[config.mk]
export PLATFORM = sky130hd
export DESIGN_NAME = la_capture
export DESIGN_NICKNAME = d
export VERILOG_FILES = /design/src/rtl/la_pkg.sv /design/src/rtl/la_sample_ram.sv /design/src/rtl/la_capture.sv
export SDC_FILE = /design/constraint.sdc
export NUM_CORES = 2
export LEC_CHECK = 0
export BUFFER_PORTS_ARGS = -buffer_cell sky130_fd_sc_hd__buf_2
export CORE_MARGIN = 4
export CORE_UTILIZATION = 60
export CTS_CLUSTER_DIAMETER = 150
export DETAILED_ROUTE_END_ITERATION = 8
export GPL_ROUTABILITY_DRIVEN = 0
export GPL_TIMING_DRIVEN = 0
export PLACE_DENSITY = 0.76
export REMOVE_ABC_BUFFERS = 1
export SLEW_MARGIN = 20
export SYNTH_ARGS = -nofsm -noshare
export SYNTH_HDL_FRONTEND = slang
export SYNTH_HIERARCHICAL = 1
export SYNTH_SLANG_ARGS = --single-unit
[constraint.sdc]
create_clock -name clk -period 7.2 [get_ports clk]
set_input_delay 0.72 -clock clk [delete_from_list [all_inputs] [get_ports clk]]
set_output_delay 0.72 -clock clk [all_outputs]
set_load 0.01 [all_outputs]
[src/rtl/la_pkg.sv]
// Shared types and constants for the la_capture logic analyser.
package la_pkg;

   // Capture sequencer states
   typedef enum logic [2:0] {
      IDLE,
      PRETRIG,
      WAIT_TRIG,
      POSTTRIG,
      DUMP
   } state_t;

   // Byte handshake phases used while dumping to uart_tx
   typedef enum logic [1:0] {
      PH_SEND,
      PH_WAIT_HI,
      PH_WAIT_LO
   } phase_t;

   // Marker byte sent ahead of every dump
   localparam logic [7:0] HEADER_BYTE = 8'hA5;

   // Number of UART bytes needed to carry one sample
   function automatic int bytesPerSample(input int channels);
      return channels / 8;
   endfunction

endpackage

[src/rtl/la_sample_ram.sv]
// Simple dual-port sample buffer with registered read (iCE40 BRAM friendly).
module la_sample_ram #(
   parameter int WIDTH = 8,
   parameter int DEPTH = 256
) (
   input  logic                     clk,
   input  logic                     i_wrEn,
   input  logic [$clog2(DEPTH)-1:0] i_wrAddr,
   input  logic [WIDTH-1:0]         i_wrData,
   input  logic [$clog2(DEPTH)-1:0] i_rdAddr,
   output logic [WIDTH-1:0]         o_rdData
);

   logic [WIDTH-1:0] r_mem [DEPTH];
   logic [WIDTH-1:0] r_rdData;

   // Write port plus one-cycle-latency read port; contents are never reset
   always_ff @(posedge clk) begin
      if (i_wrEn) begin
         r_mem[i_wrAddr] <= i_wrData;
      end
      r_rdData <= r_mem[i_rdAddr];
   end

   assign o_rdData = r_rdData;

endmodule

[src/rtl/la_capture.sv]
// Logic analyser core: samples probe pins into a circular buffer around a
// masked trigger, then streams header + buffer (oldest first) to uart_tx.
module la_capture
   import la_pkg::*;
#(
   parameter int CHANNELS = 8,
   parameter int DEPTH    = 256,
   parameter int PRE_TRIG = 64,
   parameter int DIV_W    = 16
) (
   input  logic                clk,
   input  logic                rst_n,
   input  logic [CHANNELS-1:0] probe,
   input  logic                arm,
   input  logic [DIV_W-1:0]    sample_div,
   input  logic [CHANNELS-1:0] trig_mask,
   input  logic [CHANNELS-1:0] trig_value,
   output logic [7:0]          tx_data,
   output logic                tx_data_valid,
   input  logic                transmitting,
   output logic                busy,
   output logic                triggered
);

   localparam int AW       = $clog2(DEPTH);
   localparam int CW       = AW + 1;
   localparam int BPS      = bytesPerSample(CHANNELS);
   localparam int BW       = (BPS > 1) ? $clog2(BPS) : 1;
   localparam int POST_LEN = DEPTH - PRE_TRIG;

   state_t r_state, w_stateNext;
   phase_t r_phase, w_phaseNext;

   logic [CHANNELS-1:0]     r_probeMeta, r_probeSync;
   logic                    r_armPrev;
   logic [DIV_W-1:0]        r_divCnt;
   logic [AW-1:0]           r_wrPtr, r_rdPtr;
   logic [CW-1:0]           r_sampleCnt, r_dumpCnt;
   logic                    r_triggered;
   logic                    r_headerPending;
   logic [BW-1:0]           r_byteIdx;
   logic [7:0]              r_txData;
   logic                    r_txValid;

   logic                    w_armRise, w_capturing, w_strobe, w_match;
   logic                    w_wrEn, w_trigHit, w_send, w_dumpEnter, w_allSent;
   logic [CHANNELS-1:0]     w_rdData;
   logic [BPS-1:0][7:0]     w_rdBytes;
   logic [7:0]              w_curByte;

   assign w_armRise   = arm & ~r_armPrev;
   assign w_capturing = (r_state == PRETRIG) || (r_state == WAIT_TRIG) || (r_state == POSTTRIG);
   assign w_strobe    = w_capturing && (r_divCnt == sample_div);
   assign w_match     = ((r_probeSync ^ trig_value) & trig_mask) == '0;
   assign w_allSent   = !r_headerPending && (r_dumpCnt == CW'(DEPTH));
   assign w_rdBytes   = w_rdData;
   assign w_curByte   = r_headerPending ? HEADER_BYTE : w_rdBytes[r_byteIdx];

   la_sample_ram #(
      .WIDTH (CHANNELS),
      .DEPTH (DEPTH)
   ) u_ram (
      .clk      (clk),
      .i_wrEn   (w_wrEn),
      .i_wrAddr (r_wrPtr),
      .i_wrData (r_probeSync),
      .i_rdAddr (r_rdPtr),
      .o_rdData (w_rdData)
   );

   // State and dump-phase registers
   always_ff @(posedge clk) begin
      if (!rst_n) begin
         r_state <= IDLE;
         r_phase <= PH_SEND;
      end else begin
         r_state <= w_stateNext;
         r_phase <= w_phaseNext;
      end
   end

   // Next-state logic plus the write/trigger/send strobes it implies
   always_comb begin
      w_stateNext = r_state;
      w_phaseNext = PH_SEND;
      w_wrEn      = 1'b0;
      w_trigHit   = 1'b0;
      w_send      = 1'b0;
      case (r_state)
         IDLE: begin
            if (w_armRise) begin
               w_stateNext = (PRE_TRIG == 0) ? WAIT_TRIG : PRETRIG;
            end
         end
         PRETRIG: begin
            if (w_strobe) begin
               w_wrEn = 1'b1;
               if (r_sampleCnt == CW'(PRE_TRIG - 1)) begin
                  w_stateNext = WAIT_TRIG;
               end
            end
         end
         WAIT_TRIG: begin
            if (w_strobe) begin
               w_wrEn = 1'b1;
               if (w_match) begin
                  w_trigHit   = 1'b1;
                  w_stateNext = (POST_LEN == 1) ? DUMP : POSTTRIG;
               end
            end
         end
         POSTTRIG: begin
            if (w_strobe) begin
               w_wrEn = 1'b1;
               if (r_sampleCnt == CW'(POST_LEN - 1)) begin
                  w_stateNext = DUMP;
               end
            end
         end
         DUMP: begin
            w_phaseNext = r_phase;
            case (r_phase)
               PH_SEND: begin
                  if (!transmitting) begin
                     w_send      = 1'b1;
                     w_phaseNext = PH_WAIT_HI;
                  end
               end
               PH_WAIT_HI: begin
                  if (transmitting) begin
                     w_phaseNext = PH_WAIT_LO;
                  end
               end
               PH_WAIT_LO: begin
                  if (!transmitting) begin
                     w_phaseNext = PH_SEND;
                     if (w_allSent) begin
                        w_stateNext = IDLE;
                     end
                  end
               end
               default: w_phaseNext = PH_SEND;
            endcase
         end
         default: w_stateNext = IDLE;
      endcase
   end

   assign w_dumpEnter = (r_state != DUMP) && (w_stateNext == DUMP);

   // Probe synchroniser and arm edge detector; arm history starts high so a
   // level held through reset does not look like a fresh edge
   always_ff @(posedge clk) begin
      if (!rst_n) begin
         r_probeMeta <= '0;
         r_probeSync <= '0;
         r_armPrev   <= 1'b1;
      end else begin
         r_probeMeta <= probe;
         r_probeSync <= r_probeMeta;
         r_armPrev   <= arm;
      end
   end

   // Sample-rate divider, held at zero outside the capture states
   always_ff @(posedge clk) begin
      if (!rst_n) begin
         r_divCnt <= '0;
      end else if (!w_capturing || w_strobe) begin
         r_divCnt <= '0;
      end else begin
         r_divCnt <= r_divCnt + DIV_W'(1);
      end
   end

   // Write pointer, pre/post sample counter and the triggered flag
   always_ff @(posedge clk) begin
      if (!rst_n) begin
         r_wrPtr     <= '0;
         r_sampleCnt <= '0;
         r_triggered <= 1'b0;
      end else begin
         if (r_state == IDLE) begin
            r_wrPtr     <= '0;
            r_sampleCnt <= '0;
         end else if (w_wrEn) begin
            r_wrPtr <= r_wrPtr + AW'(1);
            if (w_trigHit) begin
               r_sampleCnt <= CW'(1);
            end else if (r_state != WAIT_TRIG) begin
               r_sampleCnt <= r_sampleCnt + CW'(1);
            end
         end
         if (w_stateNext == IDLE) begin
            r_triggered <= 1'b0;
         end else if (w_trigHit) begin
            r_triggered <= 1'b1;
         end
      end
   end

   // Dump sequencing: header first, then samples LSB byte first from the
   // oldest entry; the read address moves right after a sample's last byte
   // so the RAM output is settled long before the next send
   always_ff @(posedge clk) begin
      if (!rst_n) begin
         r_rdPtr         <= '0;
         r_headerPending <= 1'b0;
         r_byteIdx       <= '0;
         r_dumpCnt       <= '0;
         r_txData        <= '0;
         r_txValid       <= 1'b0;
      end else begin
         r_txValid <= 1'b0;
         if (w_dumpEnter) begin
            r_rdPtr         <= r_wrPtr + AW'(1);
            r_headerPending <= 1'b1;
            r_byteIdx       <= '0;
            r_dumpCnt       <= '0;
         end else if (w_send) begin
            r_txValid <= 1'b1;
            r_txData  <= w_curByte;
            if (r_headerPending) begin
               r_headerPending <= 1'b0;
            end else if (r_byteIdx == BW'(BPS - 1)) begin
               r_byteIdx <= '0;
               r_rdPtr   <= r_rdPtr + AW'(1);
               r_dumpCnt <= r_dumpCnt + CW'(1);
            end else begin
               r_byteIdx <= r_byteIdx + BW'(1);
            end
         end
      end
   end

   assign tx_data       = r_txData;
   assign tx_data_valid = r_txValid;
   assign busy          = (r_state != IDLE);
   assign triggered     = r_triggered;

endmodule

==> Word level (Yosys, flattened, before mapping) <==
Memory sizes are Yosys's and may differ from the RTL's. A register that Yosys moved wholly into a read port is not among the register bits.
Cells that the tools add are included.
{ "totals": {"reg_bits": 84, "ramBits": 2048, "out_inout_bits": 11, "word_cells": 113, "n_memories": 1} }
{ "memory_table": {"columns": ["name", "words", "width", "read_ports", "rd_ports_with_merged_regs", "wr", "line", "rtl"], "rows": [
  ["u_ram.r_mem", 256, 8, 1, 1, 1, "la_sample_ram.sv:14", "logic [WIDTH-1:0] r_mem [DEPTH];"]
]} }
{ "op_classes": {"n_addsub": 6, "n_lt_le_gt_ge": 1, "eq_ne": 18, "muxes": 37, "n_bitwise": 8, "reduce_logical": 27} }
{ "ops": {"columns": ["cell", "count"], "rows": [
  ["8-bit two-way mux", 6],
  ["3-bit two-way mux", 10],
  ["9-bit by 1-bit adder with 9-bit output (second input constant)", 2],
  ["9-bit two-way mux", 2],
  ["16-bit by 1-bit adder with 16-bit output (second input constant)", 1],
  ["8-bit by 1-bit adder with 8-bit output (second input constant)", 2],
  ["16-bit equality test", 1],
  ["3-bit case mux with 5 select lines", 1],
  ["1-bit two-way mux", 14],
  ["9-bit by 6-bit equality test with 1-bit output (second input constant)", 1],
  ["9-bit by 8-bit equality test with 1-bit output (second input constant)", 1],
  ["9-bit equality test (second input constant)", 1],
  ["3-bit AND reduction", 3],
  ["8-bit bitwise AND", 1],
  ["8-bit zero test", 1],
  ["2-bit AND reduction", 4],
  ["2-bit OR reduction", 4],
  ["8-bit XOR", 1],
  ["3-bit by 2-bit equality test with 1-bit output (second input constant)", 2],
  ["3-bit equality test (second input constant)", 2],
  ["3-bit zero test", 2],
  ["2-bit two-way mux", 3],
  ["2-bit != test (second input constant)", 3],
  ["2-bit case mux with 3 select lines", 1],
  ["17 further kinds", 28]
]} }

==> Logic depth before layout (Yosys ltp) <==
{ "logic_depth": {"word_depth": 10, "mapped_depth": 11} }

==> Cells and area by module <==
Netlist, hierarchy kept.
{ "by_module_without_submodules": {"columns": ["mod", "n_inst", "cells_per_inst", "area_each_um2", "seq_area_each_um2"], "rows": [
  ["la_sample_ram", 1, 3733, 79556.3, 61659.1],
  ["la_capture", 1, 419, 3821.2, 1661.6]
]} }

==> Least setup slack after synthesis <==
No wires, ideal clock.
{ "synth_timing": {"path_type": "reg2reg", "start": "register r_probeSync[5]", "end": "register r_sampleCnt[7]", "setup_time_ps": 115, "arrival_ps": 4809, "required_ps": 7085, "slack_ps": 2276, "stages_incl_launch_ff": 7, "path_buffers": 0, "synth_period_minus_slack_ps": 4924, "cell_sequence": "dfxtp_1 xor2_1 a22oi_1 a41oi_1 nor4_1 xnor2_1 nor2_1"} }
{ "synth_via": {"elab_chain_cells": 8} }
{ "synth_lines": {"columns": ["item", "line", "rtl"], "rows": [
  ["start, declared", "la_capture.sv:34", "logic [CHANNELS-1:0] r_probeMeta, r_probeSync;"],
  ["start signal, assigned", "la_capture.sv:160", "r_probeSync <= r_probeMeta;"],
  ["8-bit XOR (*)", "la_capture.sv:54", "assign w_match = ((r_probeSync ^ trig_value) & trig_mask) == '0;"],
  ["8-bit bitwise AND (*)", "la_capture.sv:54", null],
  ["8-bit zero test (*)", "la_capture.sv:54", null],
  ["1-bit two-way mux (*)", "la_capture.sv:106", "if (w_match) begin"],
  ["1-bit two-way mux (*)", "la_capture.sv:104", "if (w_strobe) begin"],
  ["1-bit two-way mux (*)", "la_capture.sv:89", "case (r_state)"],
  ["2-bit nonzero test (no line)", null, null],
  ["2-bit AND reduction (no line)", null, null],
  ["end signal, assigned", "la_capture.sv:191", "r_sampleCnt <= r_sampleCnt + CW'(1);"],
  ["end, declared", "la_capture.sv:38", "logic [CW-1:0] r_sampleCnt, r_dumpCnt;"]
]} }
Every way passes the cells marked *; elsewhere a longest branch is shown, timed or not.
A chain may end at the register's enable or synchronous reset.

==> metrics.md <==
| Metric | Value |
|---|---|
| Number of global-route vias before repair | `42,800` |
| Clock Skews | `0.0310 ns` |
| EDFF count, synth | `2,048` |
| Dpl cells | `5,845` |
| Crit-path max FO | `35` |
| Total track usage | `27.7%` |
| Clk_lat worst skew | `0.84 ns` |
| CP max-delay cell | `nor4_1` |
| CP top delay family | `simple AND/OR/NAND/NOR gates` |
| Hold Path Class | `in -> reg` |
| Post-Place Worst Slack | `1.60 ns` |
| FF+latch area | `63,400 µm²` |
| Leading area contributor after synthesis | `edfxtp_1` |
| DR DRC count | `0` |
| Total routed wirelength | `200 mm` |
| Final net count | `4,304` |
| Seq cells post-synth | `2,139` |
| Die height | `381 µm` |
| Critical Path Start Type | `flop` |
| Routed Antenna Nets | `0` |
| Detailed Routing Iterations Pass 1 | `6` |
| CP endpoint kind | `flop` |
| Total die area | `145,000 µm²` |
| Max_cap viols | `0` |
| CP most frequent cell | `buf_16` |
| Clock edge transition at the registers on the reported setup and hold paths | `0.06 ns` |
| PD cells | `258 nW/µm²` |
| First-pass GRT wire length | `293 mm` |
| Final worst path period need | `5.04 ns` |
| Sw frac | `19.5%` |
| CTS tree | `done` |
| Num rows | `136` |
| RSZ-0062 raised after global routing | `no` |
| Combinational power share | `0.8%` |
| Layout Cells excl Fill | `6,217` |
| Tot Pwr | `24,000 µW` |
| Worst slew pin tran | `1.25 ns` |
| Vias per inst | `6.90` |
| Pint | `19,300 µW` |
| Setup bufs post-CTS | `0` |
| Via count | `42,900` |
| Die width | `381 µm` |
| Initial antenna violation count | `5` |
| Top_reg_cell synth | `edfxtp_1` |
| Final setup TNS | `0 ns` |
| Average wire per standard cell | `32.1 µm` |
| Core Region | `138,000 µm²` |
| Post-CTS sizing | `0` |
| Async SR Flop Fraction | `0%` |
| I/O pins | `55` |
| Status | `completed` |
| Multi-input gate area | `18,700 µm²` |
| Clock sink count | `2,139` |
| Final Cycle Share | `70.0%` |
| Relative slew slack | `16.1%` |
| Warnings, synthesis | `6` |
| WHS | `0.0931 ns` |
| Initial Util | `60.5%` |
| Share of cells above drive strength 1 | `21.8%` |
| H-tree levels | `4` |
| Final global-route overflow total | `0` |
| Syn_area_per_cell | `20.1 µm²` |
| Fill cells | `8,262` |
| Max Fclk | `0.199 GHz` |
| Critical Path Max Stage Delay | `1.07 ns` |
| Leakage power | `0.0241 µW` |
| Switching power | `4670 µW` |
| Buffers on Ports | `54` |
| Kind of critical path | `reg -> reg` |
| Worst EP required | `7.81 ns` |
| CTS root buf | `clkbuf_16` |
| Post-synth cell types | `72` |
| Total clock buffers created by CTS | `201` |
| Largest net degree at the start of global routing | `78` |
| Most frequent cell after synthesis | `edfxtp_1` |
| Synth Cell Area | `83,400 µm²` |
| P&R area growth vs syn | `11.6%` |
| Post-synth top cells | `edfxtp_1, mux4_2, nor2_1` |
| Synth top area share | `73.8%` |
| Post-synthesis sequential area ratio | `75.9%` |
| WP data arrival | `5.65 ns` |
| Synth area leaders | `edfxtp_1, mux4_2, dfxtp_1` |
| Worst path cell trace | `buf_16 > buf_16 > buf_16 > buf_16 > buf_16 > mux4_2 > mux4_2 > nor2b_1 > nor4_1 > nor4_1` |
| HPWL Detailed | `121 mm` |
| Final worst setup slack | `2.16 ns` |
| Initial DRC count | `6,234` |
| Clock power frac | `42.5%` |
| CP bufs+invs | `5` |
| Max Buffers Root-to-Sink | `3` |
| Fin. Hold Viols | `0` |
| # hold bufs at CTS | `0` |
| Max IR drop VDD | `238 µV` |
| Final setup violation count | `0` |
| Post-Syn Instances | `4,152` |
| Flop pwr share | `56.6%` |
| Max Slew Vio Count | `0` |
-- cell type report --
cell class                 count  area share [%]
clock buffer                 263            5.77
inverter                       7          0.0296
tap                         1794            2.41
sequential                  2139            68.1
antenna                        1         0.00269
timing repair buffer         152            2.59
multi-input combinational   1753            20.1
clock inverter               108            1.02
-- power by group through the flow --
| stage | registers, µW | clock network (µW) | logic, µW |
|---|---|---|---|
| finish | 13600 | 10200 | 202 |
| floorplan | 13900 | 0 | 18.0 |
| CTS | 13600 | 10300 | 201 |
| global route | 13600 | 10900 | 216 |
| global placement | 14000 | 0 | 37.9 |
| detailed placement | 13900 | 0 | 200 |
-- stage by stage --
| stage | util (%) | instance area, µm² |
|---|---|---|
| after floorplan | - | 81800 |
| after global placement | 61.2 | 84400 |
| after detailed placement | 62.9 | 86700 |
| after CTS | 67.5 | 93000 |
| after global routing | 67.5 | 93100 |
| final | 67.5 | 93100 |
-- flip-flops by register name, indices dropped and copies added, names as in the netlist, 8 cells and up --
register / flops
u_ram/o_rdData: 8
r_sampleCnt: 9
r_probeSync: 8
r_rdPtr: 8
u_ram/r_mem: 2048
r_probeMeta: 8
r_divCnt: 16
tx_data: 8
r_dumpCnt: 9
r_wrPtr: 8
-- cells by family after synthesis --
family | share of synthesized area, %
AO/OA/AOI/OAI | 3.64
multiplexers | 14.0
flip-flops | 75.9
AND/OR/NAND/NOR | 3.76
buffers and inverters | 1.87
adder cells (fa/ha/maj) | 0.0900
XOR/XNOR | 0.735
-- metal layers --
metal | part of all wire [%] | vias up | track usage (%)
met3 | 12 | 494 | 7.02
met4 | 4.2 | 0 | 10.9
li1 | - | 17400 | -
met2 | 48 | 2934 | 42.9
met5 | 0 | - | 0
met1 | 36 | 22100 | 38.6
-- cell usage in the layout (no fill, tap or decap), drive strengths merged, types with 80 or more instances in the layout --
master	Yosys	final
clkinv	1	80
a21oi	108	108
dfxtp	91	91
buf	127	152
edfxtp	2048	2048
a22oi	137	137
mux2i	135	135
nor2	327	327
clkbuf	126	263
mux4	456	456
-- worst paths after layout --
kind                                           to  slack, ns            from  cells after the start
worst max register to register  u_ram/o_rdData[4]       2.16      r_rdPtr[0]                     10
worst min register to register     r_probeSync[7]       0.44  r_probeMeta[7]                      1
worst min-delay path                   r_phase[0]       0.09    transmitting                      2
worst max-delay path            u_ram/o_rdData[4]       2.16      r_rdPtr[0]                     10
(Power assumes the default switching activity.)
